===== src/rtl/path_arbiter_pkg.sv =====
// Shared definitions for the path arbiter: sizes, path index constants,
// per-source FSM encoding and the latched request payload.
package path_arbiter_pkg;

  localparam int unsigned N_SRC  = 4;   // processors in the 2x2 mesh
  localparam int unsigned LEN_W  = 8;   // burst length width (beats)
  localparam int unsigned SRC_W  = 2;   // source / pointer index width
  localparam int unsigned DEST_W = 2;   // destination field width
  localparam int unsigned N_PATH = 7;   // candidate paths per source
  localparam int unsigned PIDX_W = 3;   // path index width

  // Path indices within a source's 7-bit free vector
  localparam logic [PIDX_W-1:0] PATH_SELF      = 3'd0;
  localparam logic [PIDX_W-1:0] PATH_FLAT      = 3'd1;
  localparam logic [PIDX_W-1:0] PATH_FLAT_LONG = 3'd2;
  localparam logic [PIDX_W-1:0] PATH_VERT      = 3'd3;
  localparam logic [PIDX_W-1:0] PATH_VERT_LONG = 3'd4;
  localparam logic [PIDX_W-1:0] PATH_DIAG_V    = 3'd5;
  localparam logic [PIDX_W-1:0] PATH_DIAG_H    = 3'd6;

  typedef enum logic [1:0] {
    ST_IDLE   = 2'd0,
    ST_WAIT   = 2'd1,
    ST_ACTIVE = 2'd2
  } src_state_e;

  // Request captured from a source while it is idle
  typedef struct packed {
    logic [DEST_W-1:0] dest;
    logic [LEN_W-1:0]  len;
  } src_req_t;

endpackage


===== src/rtl/path_arbiter_path_pick.sv =====
// Candidate path selection for one source.
// Ports: src/dest select the candidate set (rel = src ^ dest), free is the
// source's 7-bit free vector; eligible_c = some candidate is free,
// idx_c = lowest free candidate index.
module path_arbiter_path_pick
  import path_arbiter_pkg::*;
(
  input  logic [SRC_W-1:0]  src,
  input  logic [DEST_W-1:0] dest,
  input  logic [N_PATH-1:0] free,
  output logic              eligible_c,
  output logic [PIDX_W-1:0] idx_c
);

  logic [SRC_W-1:0] rel;

  assign rel = src ^ dest;

  // Lowest free index within the two-path sets
  always_comb begin
    eligible_c = 1'b0;
    idx_c      = PATH_SELF;
    case (rel)
      2'd0: begin
        eligible_c = free[PATH_SELF];
        idx_c      = PATH_SELF;
      end
      2'd1: begin
        eligible_c = free[PATH_FLAT] | free[PATH_FLAT_LONG];
        idx_c      = free[PATH_FLAT] ? PATH_FLAT : PATH_FLAT_LONG;
      end
      2'd2: begin
        eligible_c = free[PATH_VERT] | free[PATH_VERT_LONG];
        idx_c      = free[PATH_VERT] ? PATH_VERT : PATH_VERT_LONG;
      end
      default: begin
        eligible_c = free[PATH_DIAG_V] | free[PATH_DIAG_H];
        idx_c      = free[PATH_DIAG_V] ? PATH_DIAG_V : PATH_DIAG_H;
      end
    endcase
  end

endmodule


===== src/rtl/path_arbiter.sv =====
// Round-robin path allocator for four mesh sources.
// Ports: clock, reset (async active-low), path_free_bits (7 per source),
// req/req_dest/req_len (per-source request), response_signals (grant pulse),
// path_sel (3-bit index per source, held while active), active, done.
module path_arbiter
  import path_arbiter_pkg::*;
(
  input  logic                      clock,
  input  logic                      reset,
  input  logic [N_SRC*N_PATH-1:0]   path_free_bits,
  input  logic [N_SRC-1:0]          req,
  input  logic [N_SRC*DEST_W-1:0]   req_dest,
  input  logic [N_SRC*LEN_W-1:0]    req_len,
  output logic [N_SRC-1:0]          response_signals,
  output logic [N_SRC*PIDX_W-1:0]   path_sel,
  output logic [N_SRC-1:0]          active,
  output logic [N_SRC-1:0]          done
);

  src_state_e              state_q [N_SRC];
  src_state_e              state_d [N_SRC];
  src_req_t                req_q   [N_SRC];
  src_req_t                req_d   [N_SRC];
  logic [LEN_W-1:0]        count_q [N_SRC];
  logic [LEN_W-1:0]        count_d [N_SRC];
  logic [SRC_W-1:0]        ptr_q, ptr_d;
  logic [N_SRC-1:0]        resp_d, active_d, done_d;
  logic [N_SRC*PIDX_W-1:0] path_sel_d;

  logic [N_SRC-1:0]        avail_c, elig_c;
  logic [PIDX_W-1:0]       pick_idx_c [N_SRC];
  logic                    found_c, grant_valid_c;
  logic [SRC_W-1:0]        cand_c, winner_c;

  // Per-source candidate lookup
  for (genvar g = 0; g < N_SRC; g++) begin : g_pick
    path_arbiter_path_pick u_pick (
      .src        (SRC_W'(g)),
      .dest       (req_q[g].dest),
      .free       (path_free_bits[g*N_PATH +: N_PATH]),
      .eligible_c (avail_c[g]),
      .idx_c      (pick_idx_c[g])
    );
    assign elig_c[g] = (state_q[g] == ST_WAIT) && avail_c[g];
  end

  // Round-robin search from ptr; blocked while a grant pulse is out so
  // path_free_bits can catch up with the previous allocation.
  always_comb begin
    found_c  = 1'b0;
    winner_c = '0;
    cand_c   = '0;
    for (int unsigned i = 0; i < N_SRC; i++) begin
      cand_c = ptr_q + SRC_W'(i);
      if (!found_c && elig_c[cand_c]) begin
        found_c  = 1'b1;
        winner_c = cand_c;
      end
    end
    grant_valid_c = found_c && !(|response_signals);
  end

  // Next-state and registered-output values for every source
  always_comb begin
    ptr_d      = ptr_q;
    resp_d     = '0;
    done_d     = '0;
    active_d   = active;
    path_sel_d = path_sel;
    for (int unsigned s = 0; s < N_SRC; s++) begin
      state_d[s] = state_q[s];
      req_d[s]   = req_q[s];
      count_d[s] = count_q[s];
    end
    if (grant_valid_c) begin
      ptr_d = SRC_W'(winner_c + SRC_W'(1));
    end
    for (int unsigned s = 0; s < N_SRC; s++) begin
      case (state_q[s])
        ST_IDLE: begin
          // done high means the source just released; its request is dropped
          if (req[s] && !done[s] && (req_len[s*LEN_W +: LEN_W] != '0)) begin
            state_d[s]    = ST_WAIT;
            req_d[s].dest = req_dest[s*DEST_W +: DEST_W];
            req_d[s].len  = req_len[s*LEN_W +: LEN_W];
          end
        end
        ST_WAIT: begin
          if (grant_valid_c && (winner_c == SRC_W'(s))) begin
            state_d[s]                        = ST_ACTIVE;
            count_d[s]                        = req_q[s].len;
            resp_d[s]                         = 1'b1;
            active_d[s]                       = 1'b1;
            path_sel_d[s*PIDX_W +: PIDX_W]    = pick_idx_c[s];
          end
        end
        ST_ACTIVE: begin
          if (count_q[s] == LEN_W'(1)) begin
            state_d[s]                        = ST_IDLE;
            count_d[s]                        = '0;
            active_d[s]                       = 1'b0;
            done_d[s]                         = 1'b1;
            path_sel_d[s*PIDX_W +: PIDX_W]    = '0;
          end else begin
            count_d[s] = LEN_W'(count_q[s] - LEN_W'(1));
          end
        end
        default: state_d[s] = ST_IDLE;
      endcase
    end
  end

  // State and output registers
  always_ff @(posedge clock or negedge reset) begin
    if (!reset) begin
      for (int unsigned s = 0; s < N_SRC; s++) begin
        state_q[s] <= ST_IDLE;
        req_q[s]   <= '0;
        count_q[s] <= '0;
      end
      ptr_q            <= '0;
      response_signals <= '0;
      active           <= '0;
      done             <= '0;
      path_sel         <= '0;
    end else begin
      for (int unsigned s = 0; s < N_SRC; s++) begin
        state_q[s] <= state_d[s];
        req_q[s]   <= req_d[s];
        count_q[s] <= count_d[s];
      end
      ptr_q            <= ptr_d;
      response_signals <= resp_d;
      active           <= active_d;
      done             <= done_d;
      path_sel         <= path_sel_d;
    end
  end

endmodule


===== config.mk =====
export PLATFORM = sky130hd
export DESIGN_NAME = path_arbiter
export DESIGN_NICKNAME = d
export VERILOG_FILES = /design/src/rtl/path_arbiter_pkg.sv /design/src/rtl/path_arbiter_path_pick.sv /design/src/rtl/path_arbiter.sv
export SDC_FILE = /design/constraint.sdc
export NUM_CORES = 1
export LEC_CHECK = 0
export CORE_MARGIN = 2
export CORE_UTILIZATION = 54
export CTS_CLUSTER_DIAMETER = 200
export DETAILED_ROUTE_END_ITERATION = 8
export PLACE_DENSITY = 0.92
export SETUP_SLACK_MARGIN = 0.4
export SLEW_MARGIN = 20
export SYNTH_ARGS = -nofsm -noshare
export SYNTH_HDL_FRONTEND = slang
export SYNTH_SLANG_ARGS = --single-unit

===== constraint.sdc =====
create_clock -name clock -period 3.9 [get_ports clock]
set_clock_uncertainty 0.2 [all_clocks]
set_input_delay 0.39 -clock clock [delete_from_list [all_inputs] [get_ports clock]]
set_output_delay 0.39 -clock clock [all_outputs]
set_load 0.01 [all_outputs]

Yosys cells after proc, flatten, opt, wreduce, memory -nomap -nowiden
Cells that the tools add are included.
{"block": "totals", "out_inout_bits": 24, "ff_bits": 106}
{"block": "classes", "mux": 104, "bitwise": 15, "n_lt_le_gt_ge": 4, "reduce_logical": 62, "n_eq_ne": 35, "n_addsub": 8}
{"op": "$mux 8", "n": 8}
{"op": "$pmux 8 s2", "n": 4}
{"op": "$mux 2", "n": 24}
{"op": "$mux 3", "n": 12}
{"op": "$pmux 3 s3", "n": 4}
{"op": "$eq 8x1->1 const B", "n": 4}
{"op": "$mux 1", "n": 32}
{"op": "$reduce_bool 8->1", "n": 4}
{"op": "$sub 8x1->8 const B", "n": 4}
{"op": "$pmux 2 s3", "n": 4}
{"op": "$pmux 3 s2", "n": 4}
{"op": "$reduce_and 3->1", "n": 8}
{"op": "$eq 2x2->1 const B", "n": 10}
{"op": "$logic_and 1x1->1", "n": 20}
{"op": "$eq 2x1->1 const B", "n": 9}
{"op": "$logic_not 2->1", "n": 9}
{"op": "$ne 2x2->1 const B", "n": 8}
{"op": "$reduce_and 2->1", "n": 8}
{"op": "$lt 2x3->1 const B", "n": 4}
{"op": "$or 1x1->1", "n": 12}
{"op": "$pmux 1 s3", "n": 4}
{"op": "$bmux 1 s2", "n": 4}
{"op": "$logic_not 1->1", "n": 8}
{"op": "$ne 2x1->1 const B", "n": 4}
{"op": "7 further kinds", "n": 16}

Longest topological paths before layout
Gate-level depths: netlist of the first run.
{"block": "depth", "ltp_word": 20, "ltp_mapped": 15, "ltp_nobuf": 14}

By module
A second synthesis of the first run with hierarchy kept.
{"block": "unflattened", "cells_unflattened": 581, "hier_area_um2": 6028.3}
{"mod": "path_arbiter", "area_each_um2": 5562.8, "cells_per_inst": 525, "n_inst": 1, "seq_area_each_um2": 2652.5}
{"mod": "path_arbiter_path_pick", "area_each_um2": 116.4, "cells_per_inst": 14, "n_inst": 4, "seq_area_each_um2": 0.0}

Least setup slack after synthesis of the first run
No wires, ideal clock.
{"block": "synth_path", "path_type": "reg-to-reg", "start": "register req_q[18] (netlist name)", "end": "register path_sel[11]", "t_arrival_ns": 2.913, "path_slack_ns": 0.659, "stages_incl_launch_ff": 13, "synth_period_minus_slack_ns": 3.241, "cell_sequence": "dfrtp_1 or4_1 nand4_1 mux2_2 nor2_1 a221oi_1 and2_1 ha_1 inv_1 o21ai_1 and3_1 buf_2 mux2_1"}
{"block": "synth_between", "elab_chain_cells": 19}
{"element": "start, declared", "line_no": "path_arbiter.sv:22", "rtl": "src_req_t req_q [N_SRC];"}
{"element": "start signal, assigned by index", "line_no": "path_arbiter.sv:129", "rtl": "req_q[s] <= req_d[s];"}
{"element": "$eq 2x2->1, or another cell as far along", "line_no": "path_arbiter_path_pick.sv:23", "rtl": "case (rel)"}
{"element": "$pmux 1 s3 (*)", "line_no": "path_arbiter_path_pick.sv:23"}
{"element": "$logic_and 1x1->1 (*)", "line_no": "path_arbiter.sv:44", "rtl": "assign elig_c[g] = (state_q[g] == ST_WAIT) && avail_c[g];"}
{"element": "$bmux 1 s2", "line_no": "path_arbiter.sv:55", "rtl": "if (!found_c && elig_c[cand_c]) begin"}
{"element": "$mux 1 (implied by the code)", "line_no": "path_arbiter.sv:55"}
{"element": "$mux 1", "line_no": "path_arbiter.sv:55"}
{"element": "$logic_not 1->1", "line_no": "path_arbiter.sv:55"}
{"element": "$logic_and 1x1->1", "line_no": "path_arbiter.sv:55"}
{"element": "[3 not listed]"}
{"element": "$mux 1", "line_no": "path_arbiter.sv:55"}
{"element": "$logic_not 1->1", "line_no": "path_arbiter.sv:55"}
{"element": "$logic_and 1x1->1", "line_no": "path_arbiter.sv:55"}
{"element": "$mux 2 / $mux 1 (equally long branches)", "line_no": "path_arbiter.sv:55"}
{"element": "$eq 2x2->1 / $logic_and 1x1->1 (equally long branches)", "line_no": "path_arbiter.sv:89, path_arbiter.sv:60"}
{"element": "$logic_and 1x1->1 (*)", "line_no": "path_arbiter.sv:89", "rtl": "if (grant_valid_c && (winner_c == SRC_W'(s))) begin"}
{"element": "$ne 2x1->1 (no source line) (*)"}
{"element": "$reduce_and 3->1 (no source line) (*)"}
{"element": "end signal, assigned", "line_no": "path_arbiter.sv:136", "rtl": "path_sel <= path_sel_d;"}
{"element": "end, declared", "line_no": "path_arbiter.sv:15", "rtl": "output logic [N_SRC*PIDX_W-1:0] path_sel,"}
Mark *: on every way between the ends. The rest lies on a longest branch, timed or not. The select of a mux whose other input is x is not followed.
A chain may end at the register's enable or synchronous reset.

Worst setup path after layout of the first run
{"block": "layout_path", "start": "register req_q[18] (netlist name)", "end": "register count_q[19] (netlist name)"}
{"block": "layout_between", "elab_chain_cells": 19}
{"element": "$eq 2x2->1, or another cell as far along", "line_no": "path_arbiter_path_pick.sv:23"}
{"element": "$pmux 1 s3 (*)", "line_no": "path_arbiter_path_pick.sv:23"}
{"element": "$logic_and 1x1->1 (*)", "line_no": "path_arbiter.sv:44"}
{"element": "$bmux 1 s2", "line_no": "path_arbiter.sv:55"}
{"element": "$mux 1 (implied by the code)", "line_no": "path_arbiter.sv:55"}
{"element": "$mux 1", "line_no": "path_arbiter.sv:55"}
{"element": "$logic_not 1->1", "line_no": "path_arbiter.sv:55"}
{"element": "$logic_and 1x1->1", "line_no": "path_arbiter.sv:55"}
{"element": "[3 not listed]"}
{"element": "$mux 1", "line_no": "path_arbiter.sv:55"}
{"element": "$logic_not 1->1", "line_no": "path_arbiter.sv:55"}
{"element": "$logic_and 1x1->1", "line_no": "path_arbiter.sv:55"}
{"element": "$mux 2 / $mux 1 (equally long branches)", "line_no": "path_arbiter.sv:55"}
{"element": "$eq 2x1->1 / $logic_and 1x1->1 (equally long branches)", "line_no": "path_arbiter.sv:89, path_arbiter.sv:60"}
{"element": "$logic_and 1x1->1 (*)", "line_no": "path_arbiter.sv:89"}
{"element": "$ne 2x1->1 (no source line) (*)"}
{"element": "$reduce_and 2->1 (no source line) (*)"}
{"element": "end signal, assigned by index", "line_no": "path_arbiter.sv:130", "rtl": "count_q[s] <= count_d[s];"}
{"element": "end, declared", "line_no": "path_arbiter.sv:24", "rtl": "logic [LEN_W-1:0] count_q [N_SRC];"}
Marked as above.

==> summary.json, run 1 <==
{
  "final_layout": {
    "finish.utilization_pct": 69.50,
    "area.growth.synth_to_final_pct": 24.11,
    "multi_input_comb_area_mm2": 0.002999,
    "design.final.nets": 781,
    "register_area_mm2": 0.002653,
    "insertedDiodeCount": 0,
    "fillCellCount": 791,
    "layout_cell_share_with_drive_strength_beyond_1_pct": 14.10
  },
  "worst_hold_path": {
    "hold_path_class": "flop to flop"
  },
  "critical_path": {
    "critPathTopFamily": "simple AND/OR/NAND/NOR gates",
    "setup.worst_path.start_class": "flop",
    "crit_slowest_cell": "sky130_fd_sc_hd__or4_1",
    "cp_num_buf_inv": 1,
    "cp-end-kind": "flop",
    "crit_chain": "or4_1, nand4_1, mux2_2, nor2_1, a221oi_2, and2_1, ha_2, nand2_1, nor3b_2, buf_4, mux2i_1, a311o_1",
    "critPathArrivalTime_ps": 3410,
    "critPathMaxFanout": 8,
    "criticalPathCategory": "flop to flop",
    "cpPeakStageDelay_ps": 540,
    "crit_required_ps": 3970
  },
  "timing": {
    "drv_slew": 0,
    "setup_viol": 0,
    "slew_headroom_pct": 46.91,
    "finalHoldViolCount": 0,
    "grt_setup_unrepaired": "no",
    "maxClockFrequency_mhz": 299.4,
    "final_min_period_over_clock_period_pct": 85.63,
    "final_critical_path_time_including_i_o_delays_and_setup_ps": 3340,
    "setup_tns_ps": 0,
    "layout_setup_ws_ps": 560.3,
    "worstMarginPinSlew_ps": 785.3
  },
  "detailed_routing": {
    "drt_pre_antenna_iters": 5,
    "routedWlPerCell_um": 16.98,
    "dr.first_iter.drc_count": 324,
    "post_detailed_routing_wire_length_um": 13990,
    "drc": 0,
    "routed_via_density": 6.069,
    "dr_total_vias": 5001,
    "drtAntennaViolNets": 0
  },
  "power_and_ir_drop": {
    "leakagePower_nw": 2.997,
    "power_per_cell_area_mw_per_mm2": 824.9,
    "max-vdd-ir-drop_v": 0.0004231
  },
  "yosys": {
    "synth-edff-count": 0,
    "synth_top_flop_cell": "sky130_fd_sc_hd__dfrtp_1",
    "synthAdderAreaFrac_pct": 5.171,
    "async_reset_ff_share_pct": 100.0,
    "synth.largest_area_cell": "sky130_fd_sc_hd__dfrtp_1",
    "ys_ff_latch": 106,
    "synth-warning-count": 0,
    "syn-mean-instance-area_um2": 10.01,
    "synth_sequential_area_ratio_pct": 45.68,
    "synth_top_area_share_pct": 45.68,
    "multiplexer_area_fraction_after_synthesis_pct": 11.70,
    "syn_inst": 580,
    "synth_compound_area_share_pct": 17.28,
    "yosys.area_share.xor_xnor_pct": 0,
    "yosysMostFrequentCell": "sky130_fd_sc_hd__dfrtp_1",
    "dominant_combinational_cell_family_by_area_after_synthesis": "compound AO/OA/AOI/OAI gates",
    "synth.area.top_cells": "sky130_fd_sc_hd__dfrtp_1 46%, sky130_fd_sc_hd__mux2_2 9.7%, sky130_fd_sc_hd__ha_1 5.2%",
    "post_synth_most_frequent_cells": "106 x sky130_fd_sc_hd__dfrtp_1, 51 x sky130_fd_sc_hd__nand2_1, 50 x sky130_fd_sc_hd__mux2_2",
    "mappedNetlistArea_mm2": 0.005807,
    "synth.lib_cells_used.distinct": 61,
    "synth.net_count": 678,
    "synthSimpleGateAreaFrac_pct": 16.61
  },
  "outcome": {
    "outcome": "completed"
  },
  "floorplan": {
    "coreArea_mm2": 0.01037,
    "die-area_mm2": 0.01160,
    "initial_utilization_pct": 56.00,
    "die_height_um": 107.7,
    "design.portCount": 98,
    "number_of_placement_rows": 37,
    "fp.dieW_um": 107.7
  },
  "global_routing": {
    "grt_overflow_total": 0,
    "grt_antenna_before_repair": 0,
    "vias_in_the_first_global_route": 4902,
    "grt_max_degree": 82,
    "grt_first_pass_wirelength_um": 23360,
    "grt_usage_pct": 25.24
  },
  "cts": {
    "numCtsBuffers": 9,
    "worst_skew_pair.late_latency_ps": 380,
    "tritoncts": "done",
    "clkSinkCount": 106,
    "clk_path_buf_depth": 2,
    "htree_num_levels": 3,
    "root_buffer": "sky130_fd_sc_hd__clkbuf_8",
    "clkSlewWorstSetupHoldPaths_ps": 100
  },
  "run": {
    "drv_cap": 0
  },
  "placed_design": {
    "io_buffer_count": 97,
    "dp_worst_setup_slack_ps": 86.90,
    "globalplace.congestion": 0.9350,
    "place_hpwl_um": 10100
  }
}
[final cells by class]
class,count,share of cell area (%)
clock inverter,5,0.6250
tap,136,2.361
sequential,106,36.81
clock buffer,11,2.101
inverter,39,2.031
timing repair buffer,106,14.46
multi-input combinational,421,41.61
[cells in the final DEF (no fill, tap or decap), types with 7 or more instances in the layout]
cell / Yosys / final
sky130_fd_sc_hd__dfrtp_1: 106 / 106
sky130_fd_sc_hd__clkdlybuf4s50_1: 0 / 96
sky130_fd_sc_hd__nand2_1: 51 / 51
sky130_fd_sc_hd__mux2_2: 50 / 50
sky130_fd_sc_hd__o21ai_0: 44 / 44
sky130_fd_sc_hd__nor2_1: 40 / 40
sky130_fd_sc_hd__inv_1: 38 / 38
sky130_fd_sc_hd__a21oi_1: 34 / 34
sky130_fd_sc_hd__ha_1: 24 / 21
sky130_fd_sc_hd__nor3_1: 18 / 17
sky130_fd_sc_hd__a31oi_1: 14 / 14
sky130_fd_sc_hd__nor2b_1: 13 / 12
sky130_fd_sc_hd__nor4_1: 11 / 11
sky130_fd_sc_hd__clkbuf_8: 0 / 11
sky130_fd_sc_hd__nand2b_1: 8 / 8
sky130_fd_sc_hd__buf_4: 0 / 8
sky130_fd_sc_hd__nand3b_1: 7 / 7
[flip-flops by register name (all words and copies together) (netlist names)]
register          count
response_signals      4
ptr_q                 2
active                4
req_q                40
count_q              32
state_q               8
path_sel             12
done                  4
[kinds of logic (layout without fill, tap and decap cells)]
family	after synthesis	in the layout
buf+inv	53	161
flops	106	106
simple gates	187	187
mux	61	61
compound gates	149	149
fa+ha+maj	24	24
[report_power, final]
| part | internal [W] | total, W | switching [W] | leakage, nW |
|---|---|---|---|---|
| clock | 0.000278 | 0.000689 | 0.000411 | 0.0985 |
| combinational | 0.00148 | 0.00321 | 0.00173 | 1.61 |
| sequential | 0.00161 | 0.00205 | 0.000434 | 1.29 |
| total | 0.00337 | 0.00594 | 0.00258 | 3.00 |
[routing by layer]
metal	wire length, µm	vias up	global-route usage, %
li1	-	2322	-
met1	5921	2440	33.40
met2	6876	214	41.91
met3	909	25	4.722
met4	281	0	8.150
met5	0	-	0
[worst reg2reg max path, cell delays in order (launching register included)]
cell,delay [ps]
sky130_fd_sc_hd__dfrtp_1,460
sky130_fd_sc_hd__or4_1,540
sky130_fd_sc_hd__nand4_1,180
sky130_fd_sc_hd__mux2_2,180
sky130_fd_sc_hd__nor2_1,40
sky130_fd_sc_hd__a221oi_2,250
sky130_fd_sc_hd__and2_1,220
sky130_fd_sc_hd__ha_2,260
sky130_fd_sc_hd__nand2_1,110
sky130_fd_sc_hd__nor3b_2,270
sky130_fd_sc_hd__buf_4,190
sky130_fd_sc_hd__mux2i_1,70
sky130_fd_sc_hd__a311o_1,260
[path summary, 6_finish.rpt]
check                       startpoint           to  slack [ps]  depth (start not counted)
max                          req_q[18]  count_q[19]         560                         12
min                        path_sel[5]  path_sel[5]         290                          1
max reg2reg                  req_q[18]  count_q[19]         560                         12
min reg2reg                path_sel[5]  path_sel[5]         290                          1
max in group asynchronous        reset    req_q[30]        2280                          3
min in group asynchronous        reset    active[2]         400                          2
[through the flow]
stage                     cells  hold WS, ps  total power (W)  cell area, µm²
after global routing        824        314.8         0.006385            7207
final                       824        293.8         0.005945            7207
after detailed placement    805        277.5         0.005131            6930
after global placement      805        262.1         0.004948            6930
after CTS                   822        8.125         0.005844            7141
after floorplan             580       -105.6         0.004198            5807
[what timing repair did]
item                       CTS  global route
buffers inserted             1             1
hold endpoints to repair     0            80
setup endpoints to repair    8            24
hold buffers                 0             1
gates resized for setup      1            10
pin swaps                    1             3
Note: power is estimated with default switching activity, not from simulation.
==> run 2: changes to the inputs <==
--- a/config.mk
+++ b/config.mk
@@ -9,7 +9,7 @@
 export CORE_UTILIZATION = 54
 export CTS_CLUSTER_DIAMETER = 200
 export DETAILED_ROUTE_END_ITERATION = 8
-export PLACE_DENSITY = 0.92
+export PLACE_DENSITY = 0.86
 export SETUP_SLACK_MARGIN = 0.4
 export SLEW_MARGIN = 20
 export SYNTH_ARGS = -nofsm -noshare
==> summary.json, run 2 (synthesis gave the netlist of run 1 again) <==
{
  "power_and_ir_drop": {
    "max-vdd-ir-drop": {"value": 0.0003965, "unit": "V", "change": "-6.3%"},
    "leakagePower": {"value": 3.005, "unit": "nW", "change": "+0.28%"},
    "power_per_cell_area": {"value": 831.3, "unit": "mW/mm²", "change": "+0.78%"}
  },
  "cts": {
    "clkSlewWorstSetupHoldPaths": {"value": 100, "unit": "ps", "change": "about the same"},
    "tritoncts": "done",
    "worst_skew_pair.late_latency": {"value": 380, "unit": "ps", "change": "about the same"},
    "clkSinkCount": {"value": 106, "change": "unchanged"},
    "numCtsBuffers": {"value": 9, "change": "unchanged"},
    "root_buffer": "sky130_fd_sc_hd__clkbuf_8",
    "clk_path_buf_depth": {"value": 2, "change": "unchanged"},
    "htree_num_levels": {"value": 3, "change": "unchanged"}
  },
  "global_routing": {
    "grt_first_pass_wirelength": {"value": 23240, "unit": "µm", "change": "-0.50%"},
    "grt_antenna_before_repair": {"value": 0, "change": "unchanged"},
    "grt_usage": {"value": 25.19, "unit": "%", "change": "-0.042 points"},
    "grt_max_degree": {"value": 68, "change": "-17%"},
    "vias_in_the_first_global_route": {"value": 5044, "change": "+2.9%"},
    "grt_overflow_total": {"value": 0, "change": "unchanged"}
  },
  "critical_path": {
    "crit_required": {"value": 3950, "unit": "ps", "change": "-20 ps"},
    "reg2reg_to": "path_sel[9]",
    "worstSetupStartpoint": "state_q[5]",
    "critPathMaxFanout": {"value": 7, "change": "-1"},
    "critPathArrivalTime": {"value": 3430, "unit": "ps", "change": "+20 ps"},
    "cp-end-kind": "flop",
    "rr_startpoint": "state_q[5]",
    "criticalPathCategory": "flop to flop",
    "ff2ff_path_depth": {"value": 12, "change": "unchanged"},
    "setup.worst_path.start_class": "flop",
    "rrSetupSlack": {"value": 520, "unit": "ps", "change": "-40 ps"}
  },
  "final_layout": {
    "area.growth.synth_to_final_pct": 24.69,
    "insertedDiodeCount": {"value": 0, "change": "unchanged"},
    "layout_cell_share_with_drive_strength_beyond_1": {"value": 14.16, "unit": "%", "change": "+0.063 points"},
    "max_flop_register": "req_q",
    "layout.cells.most_common_list": "106 x sky130_fd_sc_hd__dfrtp_1, 96 x sky130_fd_sc_hd__clkdlybuf4s50_1, 51 x sky130_fd_sc_hd__nand2_1",
    "layout.cells.most_common": "sky130_fd_sc_hd__dfrtp_1",
    "largest_register_ffs": {"value": 40, "change": "unchanged"},
    "fillCellCount": {"value": 798, "change": "+0.88%"},
    "design.final.nets": {"value": 785, "change": "+0.51%"},
    "top_regs": "req_q (40), count_q (32), path_sel (12)",
    "final_design_area_no_fill": {"value": 0.007241, "unit": "mm²", "change": "+0.47%"}
  },
  "timing": {
    "finalHoldViolCount": {"value": 0, "change": "unchanged"},
    "setup_viol": {"value": 0, "change": "unchanged"},
    "worstMarginPinSlew": {"value": 844.5, "unit": "ps", "change": "+59.26 ps"},
    "drv_slew": {"value": 0, "change": "unchanged"},
    "maxClockFrequency": {"value": 296.0, "unit": "MHz", "change": "-1.2%"},
    "setup_tns": {"value": 0, "unit": "ps", "change": "unchanged"},
    "layout_setup_ws": {"value": 521.1, "unit": "ps", "change": "-39.21 ps"},
    "final_critical_path_time_including_i_o_delays_and_setup": {"value": 3379, "unit": "ps", "change": "+39.21 ps"},
    "grt_setup_unrepaired": "no",
    "slew_headroom": {"value": 43.70, "unit": "%", "change": "-3.2 points"},
    "final_min_period_over_clock_period": {"value": 86.64, "unit": "%", "change": "+1.0 points"}
  },
  "floorplan": {
    "die_height": {"value": 107.7, "unit": "µm", "change": "unchanged"},
    "die-area": {"value": 0.01160, "unit": "mm²", "change": "unchanged"},
    "fp.dieW": {"value": 107.7, "unit": "µm", "change": "unchanged"},
    "design.portCount": {"value": 98, "change": "unchanged"},
    "initial_utilization": {"value": 56.00, "unit": "%", "change": "unchanged"},
    "number_of_placement_rows": {"value": 37, "change": "unchanged"},
    "coreArea": {"value": 0.01037, "unit": "mm²", "change": "unchanged"}
  },
  "run": {
    "drv_cap": {"value": 0, "change": "unchanged"}
  },
  "placed_design": {
    "dp_worst_setup_slack": {"value": 34.82, "unit": "ps", "change": "-52.08 ps"},
    "globalplace.congestion": {"value": 0.9189, "change": "-1.7%"},
    "place_hpwl": {"value": 10470, "unit": "µm", "change": "+3.7%"},
    "io_buffer_count": {"value": 97, "change": "unchanged"},
    "dpl_cell_area": {"value": 0.006938, "unit": "mm²", "change": "+0.11%"}
  },
  "worst_hold_path": {
    "timing.hold.worst_path_depth": {"value": 1, "change": "unchanged"},
    "holdCritStartpoint": "req_q[7]",
    "min_to": "req_q[7]",
    "hold_path_class": "flop to flop"
  },
  "detailed_routing": {
    "routedWlPerCell": {"value": 17.00, "unit": "µm", "change": "+0.13%"},
    "routed_via_density": {"value": 5.971, "change": "-1.6%"},
    "drc": {"value": 0, "change": "unchanged"},
    "drt_pre_antenna_iters": {"value": 5, "change": "unchanged"},
    "drtAntennaViolNets": {"value": 0, "change": "unchanged"},
    "post_detailed_routing_wire_length": {"value": 14080, "unit": "µm", "change": "+0.61%"},
    "dr_total_vias": {"value": 4944, "change": "-1.1%"},
    "dr.first_iter.drc_count": {"value": 344, "change": "+6.2%"}
  },
  "outcome": {
    "outcome": "completed"
  }
}
-- run 2: metal layers --
layer	up-vias	routed length, µm	track usage, %
met2	190	7015	41.64
met1	2399	5999	33.00
li1	2330	-	-
met5	-	0	0
met4	0	296	10.99
met3	25	763	3.692
-- run 2: area by class of cell --
| cell class | count | area, µm² | area share, % |
|---|---|---|---|
| multi-input combinational | 421 | 3009 | 41.56 |
| clock inverter | 5 | 62.56 | 0.8640 |
| tap | 136 | 170.2 | 2.350 |
| clock buffer | 11 | 131.4 | 1.814 |
| inverter | 39 | 146.4 | 2.022 |
| sequential | 106 | 2653 | 36.63 |
| timing repair buffer | 110 | 1069 | 14.76 |
-- run 2: stage by stage --
| step | power (W) | instances | utilization (%) | hold slack, ps |
|---|---|---|---|---|
| 2_1_floorplan | 0.004198 | 580 | - | -105.6 |
| 3_3_place_gp | 0.004975 | 806 | 66.90 | 270.1 |
| 3_5_place_dp | 0.005169 | 806 | 66.90 | 285.1 |
| 4_1_cts | 0.005889 | 825 | 69.10 | 309.0 |
| 5_1_grt | 0.006503 | 828 | 69.82 | 329.3 |
| 6_report | 0.006019 | 828 | 69.82 | 305.2 |
-- run 2: how the worst max path moves through the flow --
| stage | end | slack [ps] | depth (start not counted) |
|---|---|---|---|
| finish | path_sel[9] | 520 | 12 |
| global route | path_sel[9] | 360 | 12 |
| CTS | count_q[20] | 430 | 12 |
| detailed placement | count_q[20] | 30 | 12 |
| global placement | count_q[20] | 240 | 12 |
| floorplan | path_sel[11] | 660 | 12 |
-- run 2: report_power, final --
part	switching [W]	internal, W
registers	0.000433	0.00161
logic	0.00176	0.00153
clock network	0.000383	0.000301
total	0.00258	0.00344
-- run 2: repair_timing --
action,in CTS,in global routing
endpoints found under the hold margin,65,0
pin swaps,1,3
hold buffers,1,0
resized for setup,2,10
setup endpoints to repair,12,24
buffers inserted,2,3
-- run 2: worst max-delay path, stage by stage (launching register included) --
cell and delay, ps:
sky130_fd_sc_hd__dfrtp_1 420, sky130_fd_sc_hd__inv_1 120, sky130_fd_sc_hd__ha_4 210, sky130_fd_sc_hd__inv_2 90
sky130_fd_sc_hd__a2111oi_4 370, sky130_fd_sc_hd__a31oi_4 110, sky130_fd_sc_hd__a221oi_2 340, sky130_fd_sc_hd__and2_1 200
sky130_fd_sc_hd__ha_1 260, sky130_fd_sc_hd__inv_1 60, sky130_fd_sc_hd__o21ai_1 230, sky130_fd_sc_hd__and3_2 280
sky130_fd_sc_hd__mux2_1 360
